==> config.mk <==
export PLATFORM = sky130hd
export DESIGN_NAME = wb_serial_master
export DESIGN_NICKNAME = d
export VERILOG_FILES = /design/src/rtl/wb_serial_master.sv
export SDC_FILE = /design/constraint.sdc
export NUM_CORES = 1
export LEC_CHECK = 0
export CORE_ASPECT_RATIO = 1.4
export CORE_MARGIN = 1.5
export CORE_UTILIZATION = 53
export DETAILED_ROUTE_END_ITERATION = 6
export PLACE_DENSITY = 0.89
export SETUP_SLACK_MARGIN = 0.3
export SYNTH_ARGS = -nofsm -noshare
export SYNTH_HDL_FRONTEND = slang
export SYNTH_SLANG_ARGS = --single-unit
==> constraint.sdc <==
create_clock -name wb_clk_i -period 4.6 [get_ports wb_clk_i]
set_input_delay 0.92 -clock wb_clk_i [delete_from_list [all_inputs] [get_ports wb_clk_i]]
set_output_delay 0.92 -clock wb_clk_i [all_outputs]
set_load 0.05 [all_outputs]
==> src/rtl/wb_serial_master.sv <==
// wb_serial_master -- byte-stream to Wishbone bridge.
//
// Lets a host read or write the SoC address map over a byte channel
// (for example the UART RX/TX byte path). Frames, multi-byte fields LSB first:
//   read : CMD_RD A0 A1 A2 A3          -> D0 D1 D2 D3
//   write: CMD_WR A0..A3 D0..D3        -> 8'hA5
//   bad opcode or bus timeout          -> 8'hEE
// Each command runs one classic Wishbone single-beat cycle.
//
// Ports
//   wb_clk_i / wb_rst_i      clock, synchronous active-high reset
//   rx_dat_i/rx_vld_i/rx_rdy_o   command byte in  (transfer = vld & rdy)
//   tx_dat_o/tx_vld_o/tx_rdy_i   response byte out (transfer = vld & rdy)
//   wb_adr_o/wb_dat_o/wb_dat_i/wb_we_o/wb_sel_o/wb_cyc_o/wb_stb_o/wb_ack_i
//                                Wishbone initiator side
//   busy_o                       high whenever not idle
module wb_serial_master #(
  parameter int unsigned TIMEOUT = 256,
  parameter logic [7:0]  CMD_RD  = 8'h52,
  parameter logic [7:0]  CMD_WR  = 8'h57
) (
  input  logic        wb_clk_i,
  input  logic        wb_rst_i,
  input  logic [7:0]  rx_dat_i,
  input  logic        rx_vld_i,
  output logic        rx_rdy_o,
  output logic [7:0]  tx_dat_o,
  output logic        tx_vld_o,
  input  logic        tx_rdy_i,
  output logic [31:0] wb_adr_o,
  output logic [31:0] wb_dat_o,
  input  logic [31:0] wb_dat_i,
  output logic        wb_we_o,
  output logic [3:0]  wb_sel_o,
  output logic        wb_cyc_o,
  output logic        wb_stb_o,
  input  logic        wb_ack_i,
  output logic        busy_o
);

  // Timer counts the cycles cyc/stb are high: 0 .. TIMEOUT-1.
  localparam int unsigned TW = (TIMEOUT > 2) ? $clog2(TIMEOUT) : 1;
  localparam logic [TW-1:0] T_LAST = TW'(TIMEOUT - 1);

  typedef enum logic [2:0] {S_IDLE, S_ADDR, S_DATA, S_BUS, S_RESP} state_t;

  state_t        state;
  logic [1:0]    cnt;       // byte index within a field / response
  logic [1:0]    rsp_last;  // index of the final response byte
  logic          is_wr;
  logic [TW-1:0] tcnt;
  logic [31:0]   rsp;       // remaining read-data bytes, next one in [7:0]
  logic          rx_xfer;
  logic          tx_xfer;

  assign rx_xfer  = rx_vld_i & rx_rdy_o;
  assign tx_xfer  = tx_vld_o & tx_rdy_i;
  assign wb_sel_o = 4'hF;

  always_ff @(posedge wb_clk_i) begin
    if (wb_rst_i) begin
      state    <= S_IDLE;
      cnt      <= '0;
      rsp_last <= '0;
      is_wr    <= 1'b0;
      tcnt     <= '0;
      rsp      <= '0;
      rx_rdy_o <= 1'b0;
      tx_dat_o <= '0;
      tx_vld_o <= 1'b0;
      wb_adr_o <= '0;
      wb_dat_o <= '0;
      wb_we_o  <= 1'b0;
      wb_cyc_o <= 1'b0;
      wb_stb_o <= 1'b0;
      busy_o   <= 1'b0;
    end else begin
      case (state)
        S_IDLE: begin
          rx_rdy_o <= 1'b1;
          if (rx_xfer) begin
            cnt    <= '0;
            busy_o <= 1'b1;
            if (rx_dat_i == CMD_RD || rx_dat_i == CMD_WR) begin
              is_wr <= (rx_dat_i == CMD_WR);
              state <= S_ADDR;
            end else begin
              rx_rdy_o <= 1'b0;
              tx_vld_o <= 1'b1;
              tx_dat_o <= 8'hEE;
              rsp_last <= 2'd0;
              state    <= S_RESP;
            end
          end
        end

        S_ADDR: begin
          if (rx_xfer) begin
            wb_adr_o[{cnt, 3'b000} +: 8] <= rx_dat_i;
            cnt <= cnt + 2'd1;
            if (cnt == 2'd3) begin
              if (is_wr) begin
                state <= S_DATA;
              end else begin
                rx_rdy_o <= 1'b0;
                state    <= S_BUS;
              end
            end
          end
        end

        S_DATA: begin
          if (rx_xfer) begin
            wb_dat_o[{cnt, 3'b000} +: 8] <= rx_dat_i;
            cnt <= cnt + 2'd1;
            if (cnt == 2'd3) begin
              rx_rdy_o <= 1'b0;
              state    <= S_BUS;
            end
          end
        end

        S_BUS: begin
          // First BUS cycle launches the transfer; ack is only honoured while
          // the cycle is actually on the bus.
          if (!wb_cyc_o) begin
            wb_cyc_o <= 1'b1;
            wb_stb_o <= 1'b1;
            wb_we_o  <= is_wr;
            tcnt     <= '0;
          end else if (wb_ack_i) begin
            // Ack takes priority even on the last permitted cycle.
            wb_cyc_o <= 1'b0;
            wb_stb_o <= 1'b0;
            wb_we_o  <= 1'b0;
            tx_vld_o <= 1'b1;
            cnt      <= '0;
            state    <= S_RESP;
            if (is_wr) begin
              tx_dat_o <= 8'hA5;
              rsp_last <= 2'd0;
            end else begin
              tx_dat_o <= wb_dat_i[7:0];
              rsp      <= {8'h00, wb_dat_i[31:8]};
              rsp_last <= 2'd3;
            end
          end else if (tcnt == T_LAST) begin
            wb_cyc_o <= 1'b0;
            wb_stb_o <= 1'b0;
            wb_we_o  <= 1'b0;
            tx_vld_o <= 1'b1;
            tx_dat_o <= 8'hEE;
            rsp_last <= 2'd0;
            cnt      <= '0;
            state    <= S_RESP;
          end else begin
            tcnt <= tcnt + TW'(1);
          end
        end

        S_RESP: begin
          if (tx_xfer) begin
            if (cnt == rsp_last) begin
              tx_vld_o <= 1'b0;
              rx_rdy_o <= 1'b1;
              busy_o   <= 1'b0;
              state    <= S_IDLE;
            end else begin
              cnt      <= cnt + 2'd1;
              tx_dat_o <= rsp[7:0];
              rsp      <= {8'h00, rsp[31:8]};
            end
          end
        end

        default: state <= S_IDLE;
      endcase
    end
  end

endmodule

* Word-level counts from Yosys, hierarchy flattened
Index checks and enable logic that the tools add are counted.
** Cells by class
- Bitwise operators :: 2
- Add/subtract/negate cells :: 3
- Shifts and indexed selects :: 2
- Multiplexer cells :: 74
- Equal/unequal tests :: 27
- Reductions and logical operators :: 22
** Operator list (count)
- 32-bit 2-to-1 mux :: 5
- 8-bit 2-to-1 mux :: 11
- 32-bit bitwise mux :: 2
- 32-bit case mux with 2 select lines :: 1
- 3-bit 2-to-1 mux :: 11
- 8-bit by 7-bit variable shift with 32-bit output, first input constant :: 1
- 8-bit by 7-bit variable part select with 32-bit output :: 1
- 2-bit inequality test, second input constant :: 15
- 1-bit 2-to-1 mux :: 25
- 2-bit 2-to-1 mux :: 12
- 8-bit case mux with 3 select lines :: 1
- 7-bit AND reduction :: 3
- 8-bit by 7-bit equality test with 1-bit output, second input constant :: 2
- 3-bit case mux with 5 select lines :: 1
- 9-bit AND reduction :: 1
- 8-bit by 1-bit adder with 8-bit output, second input constant :: 1
- 8-bit equality test, second input constant :: 1
- 2-bit case mux with 4 select lines :: 1
- 8-bit AND reduction :: 1
- 4-bit nonzero test :: 2
- 5-bit negation with 7-bit output :: 1
- 3-bit by 2-bit equality test with 1-bit output, second input constant :: 2
- 2-bit AND reduction :: 3
- 3-bit AND reduction :: 2
- 21 further kinds :: 24
** Word-level totals
- Output and inout port bits :: 82
- Logic and storage cells :: 145
- Bits in registers :: 126

* Depth between registers and ports, before layout
- Depth in word-level cells :: 5
- Depth in mapped cells :: 7
- Gate-level depth less buffers :: 7

* Worst setup path before layout
Ideal clock, no wire load.
- Kind :: input-to-reg
- Start point :: in rx_dat_i[5]
- End point :: reg tx_dat_o[1]
- Buffers on the path :: 1
- Arrival :: 2097 ps
- Cell stages on the path :: 6
- Setup slack :: 2371 ps
- Setup time :: 132 ps
- Cell sequence :: nand4bb_1 -> o31ai_1 -> a2111oi_4 -> buf_2 -> o211ai_1 -> a21oi_1
** On the way
- Word-level cells in the longest chain between the ends :: 4
- Elaborated cells between the ends (all ways) :: 5
- Those cells by class :: 3 x eq/ne; 2 x reduce/logical
** Ends and longest elaborated chain
- start: declaration :: line 24 : input logic [7:0] rx_dat_i,
- 8-bit by 7-bit equality test with 1-bit output :: line 84 : if (rx_dat_i == CMD_RD || rx_dat_i == CMD_WR) begin
- 1-bit logical OR (*) :: line 84
- 2-bit inequality test (no line) (*)
- 7-bit AND reduction (no line) (*)
- end signal: assignment :: line 143 : tx_dat_o <= wb_dat_i[7:0];
- end signal: assignment :: line 170 : tx_dat_o <= rsp[7:0];
- end: declaration :: line 27 : output logic [7:0] tx_dat_o,
Mark *: on every way between the ends. The rest lies on a longest branch, timed or not.
A chain may end at the register's enable or synchronous reset.

* Worst setup path after layout
- Start point :: in rx_dat_i[0]
- End point :: reg tx_dat_o[7]
Same word-level chain as after synthesis.

==> key figures <==
Floorplan
  – Initial Utilization: 54.8%
  – Core area: 0.00946 mm^2
  – Die X-Extent: 86.6 um
  – Chip height: 120 um
  – # rows: 42
  – Die area: 0.0104 mm^2
  – # IOs: 127

Synthesis
  – Distinct cells, synth: 55
  – Register bit total from synthesis: 117
  – Synth Flop Type: dfxtp_1
  – Largest area contributor in the netlist: dfxtp_1
  – Mapped Cells: 579
  – Area of the mapped netlist: 0.00518 mm^2
  – Avg Synthesized Cell Area: 8.95 um^2
  – Sequential area share after synthesis: 45.2%
  – Top cell type's share of synthesized area: 45.2%
  – Fraction of registers with async set/reset: 0%
  – Top cells by area, synth: dfxtp_1 (45%), mux2i_1 (9.5%), nor2_1 (7.6%)
  – Ys Warns: 0
  – Number of enable flip-flop cells after synthesis: 0

Cells and area
  – Fillers: 633
  – Finished Cell Area: 0.00703 mm^2
  – Area grow syn2layout: 35.6%
  – ANT cells: 0
  – Most common cell after layout, fill and taps aside: clkdlybuf4s50_1
  – Fraction of layout cells with a size suffix above 1: 8.13%
  – Commonest non-fill, non-tap cells in the layout: clkdlybuf4s50_1 (121), dfxtp_1 (117), nor2_1 (105)
  – Fin nets: 739

Worst setup path
  – Worst r2r src: state[1]
  – Worst setup SP type: input pin
  – Critical Path Source: rx_dat_i[0]
  – Cells on worst reg2reg path: 5
  – Worst endpoint data arrival time: 3270 ps
  – Crit-path max FO: 16
  – FF-to-FF setup slack: 1810 ps
  – Crit. End Element: register
  – Worst R2R End: tx_dat_o[7]
  – Crit Path Class: input pin to register
  – Required time worst endpoint: 4930 ps

Global route
  – Largest net degree at the start of global routing: 114
  – Total gr overflow: 0
  – Initial antenna violation count: 0
  – GRT Overall Usage: 28.5%
  – Vias in the first global route: 4747
  – First-pass GRT wire length: 22900 um

Routing
  – DRC Markers: 0
  – Routed vias/inst: 5.91
  – Final antenna-violating net count: 0
  – Starting DRT DRC Count: 344
  – DR vias: 4794
  – Post-DR wirelength/cell: 17.4 um
  – Pre-antenna DRT Iters: 5
  – Final wirelength: 14100 um

STA
  – Final min period: 2940 ps
  – Setup TNS: 0 ps
  – RSZ-0062 raised after global routing: no
  – Final period util: 64.0%
  – Rel. slew slack: 20.3%
  – Worst Max-Slew Pin Slew: 1200 ps
  – Max-slew violations: 0
  – Fin. Hold Viols: 0
  – Setup Viol. Count Final: 0
  – Clock Skew: 7.46 ps
  – Fmax: 340 MHz

CTS
  – Maximum root-to-sink buffer count: 2
  – CTS buffer count: 17
  – CTS root buffer: clkbuf_16
  – TritonCTS clock tree: built
  – Clk slew on worst S/H paths: 50 ps
  – Hold_buf cts: 0
  – Clk_lat worst skew: 410 ps
  – CTS Sinks: 117
  – H-tree levels: 4
  – Post-CTS sizing: 0
  – Post-CTS setup repair buffer count: 0

Worst hold path
  – Hold Path Depth: 2
  – WHS Endpoint: rsp[23]
  – Hold wc startpoint: rsp[23]
  – Worst Hold Class: register to register

Place
  – Placed cell area: 0.00641 mm^2
  – Post-DP HPWL: 9440 um
  – RD Place Congestion: 0.838
  – Port bufs: 122

Power and ir drop
  – Worst VDD drop: 0.336 mV
  – P_leak: 2.86 nW
  – Power Density: 396 mW/mm^2

Status
  – Status: completed

Flow run
  – Max_cap viols: 0
[Yosys cell counts (10+ instances only)]
cell type	n
a211oi_1	10
a21oi_1	29
and2_1	26
clkbuf_1	26
nand3_1	14
o21ai_0	11
nand2_1	59
mux2i_1	49
nor2_1	105
a311oi_2	10
a22oi_1	19
dfxtp_1	117
[registers in the layout, summed over array words and instances, names as in the netlist]
name / count
tcnt: 8
is_wr: 1
wb_we_o: 1
busy_o: 1
rsp: 24
tx_vld_o: 1
wb_dat_o: 32
rsp_last: 1
wb_cyc_o: 1
cnt: 2
wb_adr_o: 32
tx_dat_o: 8
state: 3
wb_stb_o: 1
rx_rdy_o: 1
[per-layer routing]
metal  routed length, um  global-route usage (%)  share of wire, %  vias up
met4                 492                    14.9               3.5        0
met5                   0                       0                 0        -
met2                7610                    51.9                54      228
li1                    -                       -                 -     2243
met1                5110                    29.5                36     2275
met3                 902                    6.81               6.4       48
[per-stage QoR]
| stage | util, % | power (mW) | worst slack (ps) | cells | hold slack, ps |
|---|---|---|---|---|---|
| finish | 74.3 | 2.78 | 1660 | 811 | 454 |
| global placement | 67.7 | 1.44 | 1390 | 779 | 441 |
| global route | 74.3 | 2.87 | 1520 | 811 | 480 |
| CTS | 74.3 | 2.79 | 1670 | 811 | 454 |
| floorplan | - | 1.33 | 2370 | 582 | 432 |
| detailed placement | 67.7 | 1.45 | 1300 | 779 | 446 |
[worst max-delay path: stages]
cell and delay, ps:
clkdlybuf4s50_1 660, xor2_1 250, o31ai_1 180, a2111oi_4 820, o221ai_1 260, a21oi_1 190
[logic make-up (layout without fill, tap and decap cells)]
group           after synthesis  count (layout)  synth area share (%)
xor+xnor                      7               7                  1.18
fa+ha+maj                     6               6                  1.45
mux                          49              49                  9.46
flops                       117             117                  45.2
simple gates                245             245                  22.3
buf+inv                      45             164                  3.86
compound gates              109             109                  16.5
other cells                   1               4                0.0724
[layout make-up]
| class | instances | area, um^2 | share of cell area, % |
|---|---|---|---|
| clock buffer | 20 | 467 | 6.64 |
| clock inverter | 12 | 153 | 2.17 |
| inverter | 8 | 30.0 | 0.427 |
| multi-input combinational | 420 | 2660 | 37.9 |
| sequential | 117 | 2340 | 33.3 |
| tap | 110 | 138 | 1.96 |
| timing repair buffer | 124 | 1230 | 17.6 |
[report_power, final]
group          switching [mW]  leakage (nW)  internal (mW)
combinational           0.232          1.62          0.131
sequential             0.0299         0.945           1.04
clock                   0.456         0.294          0.892
[worst max path at each step]
stage / endpoint / slack, ps / cells past startpoint
after floorplan: tx_dat_o[1] / 2370 / 6
after global placement: tx_dat_o[7] / 1390 / 6
after detailed placement: tx_dat_o[7] / 1300 / 6
after CTS: tx_dat_o[7] / 1670 / 6
after global routing: tx_dat_o[7] / 1520 / 5
final: tx_dat_o[7] / 1660 / 6
No activity file was read; power rests on OpenSTA's default activity.
==> patch 1: new RTL, config.mk and constraints unchanged <==
Change the parameter `TIMEOUT` from 256 to 128.
--- a/src/rtl/wb_serial_master.sv
+++ b/src/rtl/wb_serial_master.sv
@@ -16,5 +16,5 @@
 //   busy_o                       high whenever not idle
 module wb_serial_master #(
-  parameter int unsigned TIMEOUT = 256,
+  parameter int unsigned TIMEOUT = 128,
   parameter logic [7:0]  CMD_RD  = 8'h52,
   parameter logic [7:0]  CMD_WR  = 8'h57
Behaviour: same outputs for any inputs over 4 cycles, from zero or initial values and one cycle with wb_rst_i high; that may be too few to reach the edited logic, so the function may still have changed.
==> patch 1 against the unedited design <==
Die area did not move. Total power fell by 11%. Critical path type is now register to output pin. Hold slack improved by 1.2 ps. Highest routed layer unchanged. Critical path depth fell by 5. Routed wire length fell by 2.1%. Final area fell by 0.93%. Critical endpoint is now wb_cyc_o. Sequential cell count fell by 1. Combinational power fell by 42%. Global-route usage fell by 0.76 points. Area after synthesis did not move. Worst setup slack improved by 170 ps.
==> patch 1: results (changes against the unedited design) <==
----------------------------------------------------
[Critical path]
  Worst-path maximum fanout ... 11 (-5)
  Setup slack on the worst flop-to-flop path ... 1930 ps (+120 ps)
  Slowest Stage Delay on Critical Path ... 880 ps (+60 ps)
  Slowest CP cell ... sky130_fd_sc_hd__clkdlybuf4s50_1
  Arrival time at the worst endpoint ... 1860 ps (-1410 ps)
  Crit Reg-Reg Endpoint ... rsp[5]
  Cell depth of the worst flop-to-flop path ... 6 (+1)
  Beginning of the worst register-to-register path ... state[0]
  Cell type group with the largest total delay on the critical path ... buffers and inverters

[Cells and area]
  Share of layout cells above drive strength 1 ... 5.73% (-2.4 points)
  Filler Cells Inserted ... 684 (+8.1%)
  Nets ... 789 (+6.8%)

[STA]
  Clock skew after layout ... 8.11 ps (+0.646 ps)
  Worst Max-Slew Pin Slew ... 953 ps (-242 ps)

[Power and ir drop]
  Leakage ... 0.00264 uW (-7.9%)
  Net switching share of the total power ... 25.6% (-0.23 points)
  Worst vdd ir ... 0.000297 V (-12%)

[Clock network]
  Clock latency at the later pin of the worst-skew pair ... 420 ps
  Count of instances resized after the clock tree is built ... 0 (unchanged)

[Global route]
  Wire length of the first global-routing pass ... 22600 um (-1.4%)
  Maximum number of pins on one net before global-route repair ... 62 (-46%)
  Vias in the first global route ... 4920 (+3.6%)

[Yosys]
  Ranking of synthesized cells by area ... sky130_fd_sc_hd__dfxtp_1 (45%), sky130_fd_sc_hd__mux2i_1 (8.5%), sky130_fd_sc_hd__nand2_1 (7.4%)
  Mean Syn Cell Area ... 8.20 um^2 (-8.4%)
  Netlist cell types ... 56 (+1.8%)
  Most frequent cells after synthesis ... sky130_fd_sc_hd__dfxtp_1 (116), sky130_fd_sc_hd__nand2_1 (102), sky130_fd_sc_hd__nor2_1 (99), sky130_fd_sc_hd__a21oi_1 (57), sky130_fd_sc_hd__mux2i_1 (44)
  Sequential share of the synthesized area ... 44.8% (-0.39 points)

[Worst hold path]
  Hold Crit Endpoint ... wb_dat_o[5]
  Worst Min Path Start ... wb_dat_o[5]

[Placement]
  Final GP Congestion ... 0.889 (+6.2%)
  Placed cell count ... 829 (+6.4%)
  Detail Placement HPWL ... 9670 um (+2.4%)

[Drt]
  Detail-routed net length per standard cell ... 16.1 um (-7.8%)
  First DRT Iteration DRCs ... 255 (-26%)
  Via total after detailed routing ... 5007 (+4.4%)

[Run status]
  Run status ... finished clean

----------------------------------------------------
[patch 1: cell count changes after synthesis, moves of 15 or more]
| cell | change |
|---|---|
| sky130_fd_sc_hd__nand3_1 | +24 |
| sky130_fd_sc_hd__a21oi_1 | +28 |
| sky130_fd_sc_hd__and2_1 | -15 |
| sky130_fd_sc_hd__a311oi_1 | +15 |
| sky130_fd_sc_hd__a22oi_1 | -17 |
| sky130_fd_sc_hd__nand2_1 | +43 |
[patch 1: through the flow]
step | hold slack [ps] | instance area [um^2] | setup slack, ps | total power (uW) | util, %
global route | 472 | 6960 | 1630 | 2550 | 73.6
CTS | 456 | 6960 | 1830 | 2480 | 73.6
finish | 456 | 6960 | 1820 | 2480 | 73.6
global placement | 444 | 6400 | 1640 | 1260 | 67.7
detailed placement | 448 | 6400 | 1530 | 1260 | 67.7
floorplan | 449 | 5190 | 2420 | 1180 | -
[patch 1: cell families after synthesis]
logic type / synth area share, %
AO/OA/AOI/OAI: 14.9
XOR/XNOR: 0.845
adder cells (fa/ha/maj): 1.45
buffers and inverters: 4.13
flip-flops: 44.8
multiplexers: 8.72
other: 0.0724
AND/OR/NAND/NOR: 25.1
[patch 1: power groups by stage]
stage | Combinational [uW] | Sequential (uW) | Clock, uW
4_1_cts | 210 | 1030 | 1240
3_3_place_gp | 205 | 1050 | 0
6_report | 212 | 1030 | 1230
3_5_place_dp | 209 | 1050 | 0
5_1_grt | 228 | 1030 | 1290
2_1_floorplan | 101 | 1080 | 0
[patch 1: final cells by class]
class	instances	area (um^2)	area share [%]
multi-input combinational	470	2660	38.3
sequential	116	2320	33.4
timing repair buffer	127	1260	18.0
clock buffer	17	425	6.11
tap	110	138	1.98
clock inverter	15	133	1.91
inverter	6	22.5	0.324
[patch 1: how the worst max path moves through the flow]
stage                            from     endpoint  slack, ps  cells past startpoint
final                        wb_cyc_o     wb_cyc_o       1820                      1
after global placement    rx_dat_i[4]  tx_dat_o[5]       1640                      6
after floorplan              rx_vld_i  wb_adr_o[8]       2420                      6
after global routing         state[0]       rsp[5]       1630                      6
after CTS                    wb_cyc_o     wb_cyc_o       1830                      1
after detailed placement  rx_dat_i[4]  tx_dat_o[0]       1530                      6
[patch 1: layer usage]
layer | vias up | wire, um | share of wire, % | GRT usage, %
met2 | 214 | 7240 | 52 | 48.2
met4 | 0 | 573 | 4.1 | 14.5
met3 | 50 | 857 | 6.2 | 8.32
li1 | 2410 | - | - | -
met5 | - | 0 | 0 | 0
met1 | 2333 | 5150 | 37 | 29.7
==> patch 2: new RTL, same flow settings <==
Without the edit above. Re-encode `state_t` (5 states) as one-hot, 5 bits wide.
--- a/src/rtl/wb_serial_master.sv
+++ b/src/rtl/wb_serial_master.sv
@@ -43,5 +43,5 @@
   localparam logic [TW-1:0] T_LAST = TW'(TIMEOUT - 1);
 
-  typedef enum logic [2:0] {S_IDLE, S_ADDR, S_DATA, S_BUS, S_RESP} state_t;
+  typedef enum logic [4:0] {S_IDLE = 5'b00001, S_ADDR = 5'b00010, S_DATA = 5'b00100, S_BUS = 5'b01000, S_RESP = 5'b10000} state_t;
 
   state_t        state;
Check against the original RTL: same outputs for any inputs over 4 cycles, from zero or initial values and one cycle with wb_rst_i high; so few cycles prove little.
==> patch 2 against the unedited design <==
Non-clock buffer count increased by 4. Die area increased by 2.2%. Synthesized cell count up 8.3%. Count of clock-buffer cells in the layout grew 4. Sequential cell count is 2 higher. Routed wire length up 3.1%. Global-route usage decreased by 0.70 points. Area after synthesis grew 2.3%. Critical path depth stayed put. Worst setup slack improved by 64 ps. Fmax is 2.2% higher. Final area increased by 1.1%. Total power grew 0.27%.
==> patch 2: results (changes against the unedited design) <==
----------------------------------------------------
[Clock network]
  Buffers inserted by post-CTS timing repair ... 0 (unchanged)
  Maximum clock path buffer count ... 2 (unchanged)
  Clock slew at the register clock pins of the worst setup and hold paths ... 50 ps (about the same)
  Clock latency at the later pin of the worst-skew pair ... 430 ps (+20 ps)
  Clock buffers created by TritonCTS ... 17 (unchanged)
  Root buffer cell ... sky130_fd_sc_hd__clkbuf_16
  H-tree levels ... 4 (unchanged)
  Count of instances resized after the clock tree is built ... 0 (unchanged)

[Critical path]
  Arrival time at the worst endpoint ... 3190 ps (-80 ps)
  Slowest Stage Delay on Critical Path ... 650 ps (-170 ps)
  Cell type group with the largest total delay on the critical path ... buffers and inverters
  Slowest CP cell ... sky130_fd_sc_hd__clkdlybuf4s50_1
  Worst-path maximum fanout ... 9 (-7)

[Yosys]
  Ranking of synthesized cells by area ... sky130_fd_sc_hd__dfxtp_1 (45%), sky130_fd_sc_hd__a21oi_1 (7.9%), sky130_fd_sc_hd__nand3_1 (7.5%)
  Post-synth ARST share ... 0% (unchanged)
  Netlist cell types ... 60 (+9.1%)
  Sequential share of the synthesized area ... 44.9% (-0.25 points)
  Most frequent cells after synthesis ... sky130_fd_sc_hd__dfxtp_1 (119), sky130_fd_sc_hd__a21oi_1 (84), sky130_fd_sc_hd__nand2_1 (79), sky130_fd_sc_hd__nand3_1 (79), sky130_fd_sc_hd__nor2_1 (36)
  Yosys synthesis warning count ... 0 (unchanged)

[Placement]
  Port Buf Inserts ... 122 (unchanged)
  Detail Placement HPWL ... 9780 um (+3.6%)
  Final GP Congestion ... 0.875 (+4.4%)

[Global route]
  Tot GR Track Use ... 27.8% (-0.70 points)
  Initial antenna violation count ... 0 (unchanged)
  Vias in the first global route ... 4886 (+2.9%)
  Wire length of the first global-routing pass ... 23000 um (+0.33%)
  Maximum number of pins on one net before global-route repair ... 78 (-32%)

[STA]
  Worst Max-Slew Pin Slew ... 1230 ps (+34.1 ps)
  Clock skew after layout ... 11.2 ps (+3.79 ps)

[Power and ir drop]
  Leakage ... 0.00257 uW (-10%)
  Worst vdd ir ... 0.000308 V (-8.3%)

[Cells and area]
  Nets ... 774 (+4.7%)
  Antenna fix cells ... 0 (unchanged)
  Share of layout cells above drive strength 1 ... 7.35% (-0.78 points)
  Largest registers ... wb_adr_o: 32 flops, wb_dat_o: 32 flops, rsp: 24 flops

[Drt]
  Met2 WL ... 7590 um (-0.30%)
  Wirelength, routed ... 14500 um (+3.1%)
  Via density per instance ... 5.92 (+0.16%)
  Met3 routed wirelength ... 1130 um (+25%)
  Highest routed layer ... met4
  First DRT Iteration DRCs ... 346 (+0.58%)
  First-pass DRT Iterations ... 5 (unchanged)
  M1 WL ... 5270 um (+3.2%)

[Worst hold path]
  Worst min path class ... register to register

[Run status]
  Run status ... finished clean

----------------------------------------------------
[patch 2: cell types whose count changed in the layout (fill, tap and decap cells not counted), sizes merged, moves of 7 or more]
cell,unedited run,this run
a22o,0,8
nor2b,1,10
nand2,59,79
mux2i,49,20
and2,26,5
a311oi,17,2
and3,5,12
nand3,14,79
a211oi,11,19
nor2,106,36
a21oi,29,84
a22oi,19,0
[patch 2: final timing paths]
kind | to | slack (ps) | cells past startpoint | startpoint
min | wb_adr_o[27] | 450 | 2 | wb_adr_o[27]
min reg2reg | wb_adr_o[27] | 450 | 2 | wb_adr_o[27]
max reg2reg | cnt[0] | 2000 | 5 | state[3]
max | tx_dat_o[7] | 1720 | 6 | rx_dat_i[5]
[patch 2: cell families (layout without fill, tap and decap cells)]
kind of cell / count (synthesis) / after routing / synth area share [%]
DFF: 119 / 119 / 44.9
and+or+nand+nor: 260 / 260 / 24.6
buffers and inverters: 60 / 165 / 5.34
AOI/OAI and AO/OA: 151 / 151 / 17.8
xor gates and xnor gates: 6 / 6 / 0.991
adders and majority gates: 6 / 6 / 1.42
muxes: 24 / 24 / 4.84
other: 1 / 4 / 0.0708
[patch 2: per-layer routing]
metal | vias up | global-route usage, %
met5 | - | 0
met4 | 0 | 14.1
met3 | 53 | 8.10
met2 | 292 | 49.2
met1 | 2387 | 29.2
li1 | 2419 | -
[patch 2: area by class of cell]
cell class              instances  area, um^2
well taps                     135         169
clock inverters                 7         116
multi-input cells             451        2650
inverters                       6        22.5
fillers                       730        2690
clock buffers                  24         502
repair buffers                128        1260
flip-flops and latches        119        2380
[patch 2: power by group]
group / internal [uW] / switching (uW) / leakage [uW]
combinational: 131 / 204 / 0.00131
sequential: 1060 / 21.0 / 0.000961
clock: 919 / 461 / 0.000302
total: 2110 / 685 / 0.00257
[patch 2: worst reg2reg max path, cell delays in order (launching register included)]
cell	delay, ps
sky130_fd_sc_hd__dfxtp_1	380
sky130_fd_sc_hd__nor4_2	420
sky130_fd_sc_hd__nand2_1	790
sky130_fd_sc_hd__a31oi_1	480
sky130_fd_sc_hd__nor3_2	100
sky130_fd_sc_hd__mux2_1	320
[patch 2: stage by stage]
| step | instance area [um^2] | setup WS, ps | hold WS, ps | std cells | total power [uW] |
|---|---|---|---|---|---|
| after floorplan | 5310 | 2140 | 449 | 630 | 1330 |
| after global placement | 6490 | 1400 | 441 | 839 | 1420 |
| after detailed placement | 6490 | 1330 | 448 | 839 | 1430 |
| after CTS | 7110 | 1760 | 455 | 870 | 2790 |
| after global routing | 7110 | 1630 | 469 | 870 | 2870 |
| final | 7110 | 1720 | 452 | 870 | 2790 |
